===== src/rtl/multi_channel_command_controller.sv =====
`timescale 1ns/1ps
`default_nettype none
// ============================================================================
// Module      : multi_channel_command_controller
// Description : Routes core load/store/atomic commands into per-channel
//               command FIFOs, collects per-channel responses and arbitrates
//               register writebacks round-robin.
// Revision    : 1.0 - initial release
// ============================================================================
module multi_channel_command_controller #(
    parameter int DATABITWIDTH   = 16,
    parameter int PORTBYTEWIDTH  = 4,
    parameter int CHANNELCOUNT   = 4,
    parameter int FIFODEPTH      = 4,
    parameter int MAXOUTSTANDING = 3,
    localparam int PW            = PORTBYTEWIDTH * 8,
    localparam int CHBITS        = $clog2(CHANNELCOUNT)
) (
    input  logic                         sys_clk,
    input  logic                         sync_rst,
    input  logic                         clk_en,
    input  logic                         CommandACK,
    output logic                         CommandREQ,
    input  logic [3:0]                   MinorOpcodeIn,
    input  logic [CHBITS-1:0]            ChannelSelIn,
    input  logic [DATABITWIDTH-1:0]      CommandAddressIn_Offest,
    input  logic [DATABITWIDTH-1:0]      CommandDataIn,
    input  logic [3:0]                   CommandDestReg,
    output logic                         WritebackACK,
    input  logic                         WritebackREQ,
    output logic [3:0]                   WritebackDestReg,
    output logic [DATABITWIDTH-1:0]      WritebackDataOut,
    output logic [CHANNELCOUNT-1:0]      IOCmdACK,
    input  logic [CHANNELCOUNT-1:0]      IOCmdREQ,
    output logic [CHANNELCOUNT-1:0]      IOResponseRequested,
    output logic [CHANNELCOUNT*4-1:0]    IODestRegOut,
    output logic [CHANNELCOUNT*PW-1:0]   IODataOut,
    input  logic [CHANNELCOUNT-1:0]      IORespACK,
    output logic [CHANNELCOUNT-1:0]      IORespREQ,
    input  logic [CHANNELCOUNT-1:0]      IORegResponseFlag,
    input  logic [CHANNELCOUNT-1:0]      IOMemResponseFlag,
    input  logic [CHANNELCOUNT*4-1:0]    IODestRegIn,
    input  logic [CHANNELCOUNT*PW-1:0]   IODataIn
);

    localparam int SLICES = (PW + DATABITWIDTH - 1) / DATABITWIDTH;
    localparam int SLBITS = (SLICES > 1) ? $clog2(SLICES) : 1;
    localparam int EXTW   = SLICES * DATABITWIDTH;
    localparam int ENTW   = PW + 5;
    localparam int PTRW   = (FIFODEPTH > 1) ? $clog2(FIFODEPTH) : 1;
    localparam int CNTW   = $clog2(FIFODEPTH + 1);
    localparam int OUTW   = $clog2(MAXOUTSTANDING + 1);

    localparam logic [1:0]        c_OP_LOAD   = 2'b00;
    localparam logic [1:0]        c_OP_STORE  = 2'b01;
    localparam logic [1:0]        c_OP_ATOMIC = 2'b10;
    localparam logic [1:0]        c_OP_STATUS = 2'b11;
    localparam logic [SLBITS-1:0] c_LASTSLICE = SLBITS'(SLICES - 1);
    localparam logic [OUTW-1:0]   c_MAXOUT    = OUTW'(MAXOUTSTANDING);

    // Per-channel state
    logic [ENTW-1:0]         r_fifoMem [CHANNELCOUNT][FIFODEPTH];
    logic [PTRW-1:0]         r_wrPtr   [CHANNELCOUNT];
    logic [PTRW-1:0]         r_rdPtr   [CHANNELCOUNT];
    logic [CNTW-1:0]         r_count   [CHANNELCOUNT];
    logic [EXTW-1:0]         r_stageReg[CHANNELCOUNT];
    logic [PW-1:0]           r_loadBuf [CHANNELCOUNT];
    logic [PW-1:0]           r_respData[CHANNELCOUNT];
    logic [3:0]              r_respDest[CHANNELCOUNT];
    logic [OUTW-1:0]         r_outstanding[CHANNELCOUNT];
    logic [CHANNELCOUNT-1:0] r_respValid;
    logic [CHBITS-1:0]       r_rrPtr;

    logic [CHANNELCOUNT-1:0] w_full, w_empty, w_push, w_pop;
    logic [CHANNELCOUNT-1:0] w_respAccept, w_respFree, w_outInc;
    logic [SLBITS-1:0]       w_slice;
    logic                    w_isLoad, w_isStore, w_isAtomic, w_isStatus, w_storePush;
    logic                    w_cmdFire, w_pushEn, w_wbFire, w_respFire;
    logic                    w_grantValid;
    logic [CHBITS-1:0]       w_grantCh;
    logic [EXTW-1:0]         w_stageMerged, w_loadExt, w_respWide;
    logic [DATABITWIDTH-1:0] w_loadSlice, w_status;
    logic [ENTW-1:0]         w_pushEntry;
    logic                    w_unused;

    assign w_isLoad    = (MinorOpcodeIn[3:2] == c_OP_LOAD);
    assign w_isStore   = (MinorOpcodeIn[3:2] == c_OP_STORE);
    assign w_isAtomic  = (MinorOpcodeIn[3:2] == c_OP_ATOMIC);
    assign w_isStatus  = (MinorOpcodeIn[3:2] == c_OP_STATUS);
    assign w_slice     = (SLICES > 1) ? CommandAddressIn_Offest[SLBITS-1:0] : '0;
    assign w_storePush = w_isStore && (w_slice == c_LASTSLICE);

    assign w_loadExt   = EXTW'(r_loadBuf[ChannelSelIn]);
    assign w_loadSlice = w_loadExt[w_slice*DATABITWIDTH +: DATABITWIDTH];
    assign w_status    = DATABITWIDTH'({r_outstanding[ChannelSelIn], r_count[ChannelSelIn],
                                        w_full[ChannelSelIn], w_empty[ChannelSelIn]});
    assign w_respWide  = EXTW'(r_respData[w_grantCh]);
    assign w_unused    = ^{MinorOpcodeIn[1:0], CommandAddressIn_Offest[DATABITWIDTH-1:SLBITS], w_respWide};

    // Stage register image with the incoming store slice merged in
    always_comb begin
        w_stageMerged = r_stageReg[ChannelSelIn];
        w_stageMerged[w_slice*DATABITWIDTH +: DATABITWIDTH] = CommandDataIn;
    end

    // FIFO entry being pushed: atomics carry the stage register as-is
    always_comb begin
        if (w_isAtomic) w_pushEntry = {1'b1, CommandDestReg, r_stageReg[ChannelSelIn][PW-1:0]};
        else            w_pushEntry = {1'b0, CommandDestReg, w_stageMerged[PW-1:0]};
    end

    // Round-robin pick among pending reg responses, starting at r_rrPtr
    always_comb begin
        w_grantValid = 1'b0;
        w_grantCh    = r_rrPtr;
        for (int i = CHANNELCOUNT - 1; i >= 0; i--) begin
            if (r_respValid[r_rrPtr + CHBITS'(i)]) begin
                w_grantValid = 1'b1;
                w_grantCh    = r_rrPtr + CHBITS'(i);
            end
        end
    end

    // Command ready: push-type ops stall on a full FIFO even if it pops this cycle
    always_comb begin
        CommandREQ = 1'b0;
        if (w_isLoad || w_isStatus) CommandREQ = WritebackREQ && !w_grantValid;
        else if (w_isStore)         CommandREQ = w_storePush ? !w_full[ChannelSelIn] : 1'b1;
        else                        CommandREQ = !w_full[ChannelSelIn] &&
                                                 (r_outstanding[ChannelSelIn] < c_MAXOUT);
    end

    assign w_cmdFire  = CommandACK && CommandREQ && clk_en;
    assign w_pushEn   = w_cmdFire && (w_storePush || w_isAtomic);
    assign w_wbFire   = WritebackACK && WritebackREQ && clk_en;
    assign w_respFire = w_wbFire && w_grantValid;

    // Writeback mux: pending reg responses win over same-cycle loads
    always_comb begin
        WritebackACK     = 1'b0;
        WritebackDestReg = '0;
        WritebackDataOut = '0;
        if (w_grantValid) begin
            WritebackACK     = 1'b1;
            WritebackDestReg = r_respDest[w_grantCh];
            WritebackDataOut = w_respWide[DATABITWIDTH-1:0];
        end else if (w_isLoad || w_isStatus) begin
            WritebackACK     = CommandACK;
            WritebackDestReg = CommandDestReg;
            WritebackDataOut = w_isLoad ? w_loadSlice : w_status;
        end
    end

    // Per-channel flags, FIFO head outputs and strobes
    always_comb begin
        w_full = '0; w_empty = '0; IOCmdACK = '0; IOResponseRequested = '0;
        IODestRegOut = '0; IODataOut = '0; IORespREQ = '0;
        w_push = '0; w_pop = '0; w_respAccept = '0; w_respFree = '0; w_outInc = '0;
        for (int c = 0; c < CHANNELCOUNT; c++) begin
            w_full[c]    = (r_count[c] == CNTW'(FIFODEPTH));
            w_empty[c]   = (r_count[c] == '0);
            IOCmdACK[c]  = !w_empty[c];
            {IOResponseRequested[c], IODestRegOut[c*4 +: 4], IODataOut[c*PW +: PW]} =
                r_fifoMem[c][r_rdPtr[c]];
            IORespREQ[c]    = !r_respValid[c];
            w_push[c]       = w_pushEn && (ChannelSelIn == CHBITS'(c));
            w_pop[c]        = IOCmdACK[c] && IOCmdREQ[c] && clk_en;
            w_respAccept[c] = IORespACK[c] && IORespREQ[c] && clk_en;
            w_respFree[c]   = w_respFire && (w_grantCh == CHBITS'(c));
            w_outInc[c]     = w_cmdFire && w_isAtomic && (ChannelSelIn == CHBITS'(c));
        end
    end

    // Command FIFOs: circular buffers with explicit occupancy count
    always_ff @(posedge sys_clk) begin
        if (sync_rst) begin
            for (int c = 0; c < CHANNELCOUNT; c++) begin
                r_wrPtr[c] <= '0;
                r_rdPtr[c] <= '0;
                r_count[c] <= '0;
                for (int d = 0; d < FIFODEPTH; d++) r_fifoMem[c][d] <= '0;
            end
        end else if (clk_en) begin
            for (int c = 0; c < CHANNELCOUNT; c++) begin
                if (w_push[c]) begin
                    r_fifoMem[c][r_wrPtr[c]] <= w_pushEntry;
                    r_wrPtr[c]               <= r_wrPtr[c] + PTRW'(1);
                end
                if (w_pop[c]) r_rdPtr[c] <= r_rdPtr[c] + PTRW'(1);
                if (w_push[c] && !w_pop[c])      r_count[c] <= r_count[c] + CNTW'(1);
                else if (!w_push[c] && w_pop[c]) r_count[c] <= r_count[c] - CNTW'(1);
            end
        end
    end

    // Stage registers collect store slices until the last slice pushes
    always_ff @(posedge sys_clk) begin
        if (sync_rst) begin
            for (int c = 0; c < CHANNELCOUNT; c++) r_stageReg[c] <= '0;
        end else if (clk_en && w_cmdFire && w_isStore) begin
            r_stageReg[ChannelSelIn] <= w_stageMerged;
        end
    end

    // Response capture, load buffers and outstanding-atomic tracking
    always_ff @(posedge sys_clk) begin
        if (sync_rst) begin
            r_respValid <= '0;
            for (int c = 0; c < CHANNELCOUNT; c++) begin
                r_respData[c]    <= '0;
                r_respDest[c]    <= '0;
                r_loadBuf[c]     <= '0;
                r_outstanding[c] <= '0;
            end
        end else if (clk_en) begin
            for (int c = 0; c < CHANNELCOUNT; c++) begin
                if (w_respAccept[c] && (IORegResponseFlag[c] || IOMemResponseFlag[c]))
                    r_loadBuf[c] <= IODataIn[c*PW +: PW];
                if (w_respAccept[c] && IORegResponseFlag[c]) begin
                    r_respValid[c] <= 1'b1;
                    r_respDest[c]  <= IODestRegIn[c*4 +: 4];
                    r_respData[c]  <= IODataIn[c*PW +: PW];
                end else if (w_respFree[c]) begin
                    r_respValid[c] <= 1'b0;
                end
                if (w_outInc[c] && !(w_respFree[c] && r_outstanding[c] != '0))
                    r_outstanding[c] <= r_outstanding[c] + OUTW'(1);
                else if (!w_outInc[c] && w_respFree[c] && r_outstanding[c] != '0)
                    r_outstanding[c] <= r_outstanding[c] - OUTW'(1);
            end
        end
    end

    // Round-robin pointer moves past the channel just written back
    always_ff @(posedge sys_clk) begin
        if (sync_rst)        r_rrPtr <= '0;
        else if (w_respFire) r_rrPtr <= w_grantCh + CHBITS'(1);
    end

endmodule
`default_nettype wire


===== config.mk =====
export PLATFORM = sky130hd
export DESIGN_NAME = multi_channel_command_controller
export DESIGN_NICKNAME = d
export VERILOG_FILES = /design/src/rtl/multi_channel_command_controller.sv
export SDC_FILE = /design/constraint.sdc
export NUM_CORES = 1
export LEC_CHECK = 0
export CAP_MARGIN = 20
export CELL_PAD_IN_SITES_DETAIL_PLACEMENT = 0
export CELL_PAD_IN_SITES_GLOBAL_PLACEMENT = 1
export CORE_ASPECT_RATIO = 1.1
export CORE_MARGIN = 3
export CORE_UTILIZATION = 40
export DETAILED_ROUTE_END_ITERATION = 10
export DONT_BUFFER_PORTS = 1
export PLACE_DENSITY_LB_ADDON = 0.2
export SYNTH_ARGS = -nofsm -noshare
export SYNTH_HDL_FRONTEND = slang
export SYNTH_SLANG_ARGS = --single-unit

===== constraint.sdc =====
create_clock -name sys_clk -period 3.99 [get_ports sys_clk]
set_input_delay 0.798 -clock sys_clk [delete_from_list [all_inputs] [get_ports sys_clk]]
set_output_delay 0.798 -clock sys_clk [all_outputs]
set_load 0.005 [all_outputs]

==> results.sh <==
export IMPL_status="completed"
export IMPL_slowest_delay_ns=0.48
export IMPL_cts_max_path_buffers=3
export IMPL_area_growth_pct=13.36
export IMPL_synth_area_um2=41800
export IMPL_power_density_nw_per_um2=485.6
export IMPL_max_slew_worst_pin_slew_ns=1.117
export IMPL_clock_sinks=970
export IMPL_core_area_um2=103000
export IMPL_grt_total_usage_pct=21.82
export IMPL_crit_type="reg2out"
export IMPL_ant_nets=0
export IMPL_endpoint_kind="output pin"
export IMPL_portBuffers=0
export IMPL_critPathMaxFanout=8
export IMPL_power_w=0.02301
export IMPL_worst_path_most_repeated_cell="buf_4"
export IMPL_setup_viol=0
export IMPL_fin_tns_setup_ns=0
export IMPL_drt_pass1_iterations=7
export IMPL_layout_commonest_cell="edfxtp_1"
export IMPL_netlist_area_leader_share_pct=50.65
export IMPL_grt_setup_unrepaired="false"
export IMPL_start_kind="flop"
export IMPL_ios=385
export IMPL_hold_viol=0
export IMPL_hpwl_um=77740
export IMPL_synth_edf_count=705
export IMPL_maxClockFrequency_ghz=0.2629
export IMPL_async_reset_ff_share_pct=0
export IMPL_overflow=0
export IMPL_drtIter0Drc=1827
export IMPL_grt_pass1_vias=25480
export IMPL_ys_ff_latch=970
export IMPL_post_route_period_util_pct=95.34
export IMPL_synth_cells=2987
export IMPL_die_y_um=345.0
export IMPL_ys_types=60
export IMPL_clkTransAtPathRegs_ns=0.06
export IMPL_routabilityCongestion=0.8329
export IMPL_wl_per_cell_um=27.15
export IMPL_drt_drc_violations_left=0
export IMPL_critPathSlowestCell="dfxtp_1"
export IMPL_peakVddDrop_v=0.0003337
export IMPL_period_minus_slack_ns=3.804
export IMPL_ys_warn_count=0
export IMPL_drive_above_1_share_pct=18.45
export IMPL_clockRootBuffer="clkbuf_16"
export IMPL_path_cells="inv_1, and3_1, o32ai_1, a21oi_4, buf_4, buf_4, mux2i_1, a22o_1"
export IMPL_routed_wl_um=120000
export IMPL_htree_num_levels=3
export IMPL_die_w_um=314.2
export IMPL_synth_flop_cell="edfxtp_1"
export IMPL_num_rows=123
export IMPL_yosysSeqAreaShare_pct=63.35
export IMPL_finalMaxSlewViolations=0
export IMPL_syn_area_per_cell_um2=13.99
export IMPL_grt_max_degree=291
export IMPL_hp_class="in2reg"
export IMPL_fin_nets=3190
export IMPL_vias=24870
export IMPL_grt_pass1_wl_um=175200
export IMPL_initial_core_util_pct=40.59
export IMPL_finClkSkew_ns=0.02861
export IMPL_cp_required_ns=3.19
export IMPL_drv_cap=0
export IMPL_synth_area_leader_cell="edfxtp_1"
export IMPL_leakage_nw=16.33
export IMPL_antenna_found_initial=11
export IMPL_worstSkewPairLatency_ns=0.69
export IMPL_arrival_ns=3.01
export IMPL_cts_made_buffers=101
export IMPL_syn_num_nets=3224
export IMPL_die_area_um2=108400
export IMPL_maxSlewHeadroom_pct=25.27
export IMPL_routed_via_density=5.626
export IMPL_final_cell_mix="edfxtp_1, nor2_1, dfxtp_1, a211oi_1, mux4_2"
export IMPL_synth_area_top_cells="edfxtp_1, dfxtp_1, mux4_2"
export IMPL_cts_tree="built"
==> final timing paths <==
kind / from / endpoint / slack, ns / cells past startpoint
max: r_respValid[0]$_SDFFE_PP0P_ / WritebackDataOut[1] / 0.19 / 8
min: CommandDestReg[3] / r_fifoMem[3][35]$_SDFFE_PP0P_ / 0.27 / 2
max reg2reg: r_count[0][0]$_SDFFCE_PN0P_ / r_fifoMem[1][132]$_DFFE_PP_ / 0.41 / 9
min reg2reg: r_fifoMem[2][36]$_SDFFE_PP0P_ / r_fifoMem[2][36]$_SDFFE_PP0P_ / 0.49 / 2
==> state kept, by name, indices dropped and copies added (netlist names) <==
register and cells:
r_fifoMem 592, r_loadBuf 128, r_stageReg 128, r_respData 64, r_respDest 16, r_count 12
r_outstanding 8, r_rdPtr 8, r_wrPtr 8, r_respValid 4, r_rrPtr 2
==> critical path, delay by kind of cell (launching register included) <==
| kind | cells | cell delay, ns |
|---|---|---|
| muxes | 1 | 0.24 |
| and+or+nand+nor | 1 | 0.21 |
| DFF | 1 | 0.48 |
| AOI/OAI and AO/OA | 3 | 0.81 |
| buffers and inverters | 3 | 0.59 |
==> layout make-up <==
class,count,area [um^2]
fill,9004,55580
sequential,970,26480
multi-input combinational,1724,14280
clock buffer,122,2676
tap,1375,1720
timing repair buffer,116,1191
clock inverter,68,872.1
inverter,40,150.1
antenna,6,15.01
==> Yosys cell counts (17+ instances only) <==
library cell and instances:
edfxtp_1 705, nor2_1 576, dfxtp_1 265, a211oi_1 225, mux4_2 219, and2_1 214
clkbuf_1 173, mux2i_1 158, nand2_1 56, buf_2 52, inv_1 40, ha_1 27
buf_1 25, and3_1 20, mux2_2 20, nor3_1 19, o21ai_0 18, nand3_1 17
==> what timing repair did <==
item | CTS | global route
endpoints found under the setup margin | 14 | 10
pin swaps | 1 | 0
gates cloned | 1 | 0
hold buffers | 0 | 0
gates resized for setup | 2 | 1
buffers inserted | 7 | 0
==> logic make-up after synthesis <==
group,after synthesis,share of synthesized area [%]
xor gates and xnor gates,18,0.3772
AOI/OAI and AO/OA,324,5.886
and+or+nand+nor,955,10.49
adders and majority gates,30,0.9520
buffers and inverters,293,2.823
muxes,397,16.12
DFF,970,63.35
==> through the flow <==
stage	cells	utilization, %	setup slack, ns	hold WS [ns]	area, um^2
5_1_grt	4420	46.02	0.02927	0.2523	47380
4_1_cts	4415	46.00	0.04723	0.2245	47360
2_1_floorplan	2987	-	0.1228	0.4546	41810
3_3_place_gp	4216	42.44	0.3276	0.4662	43700
3_5_place_dp	4217	42.47	0.2799	0.4808	43720
6_report	4421	46.02	0.1861	0.2703	47380
==> per-layer routing <==
metal	track usage, %	vias up	wire length, um
met2	37.37	828	60680
met1	27.42	12820	47380
met5	0	-	86
met3	5.565	158	9060
met4	5.873	12	2830
li1	-	11060	-
==> power by group <==
part	switching, W	total, W	internal, W
Clock	0.00416	0.00998	0.00582
Sequential	0.000109	0.0112	0.0111
Combinational	0.00112	0.00179	0.000667
Note: power is estimated with default switching activity, not from simulation.
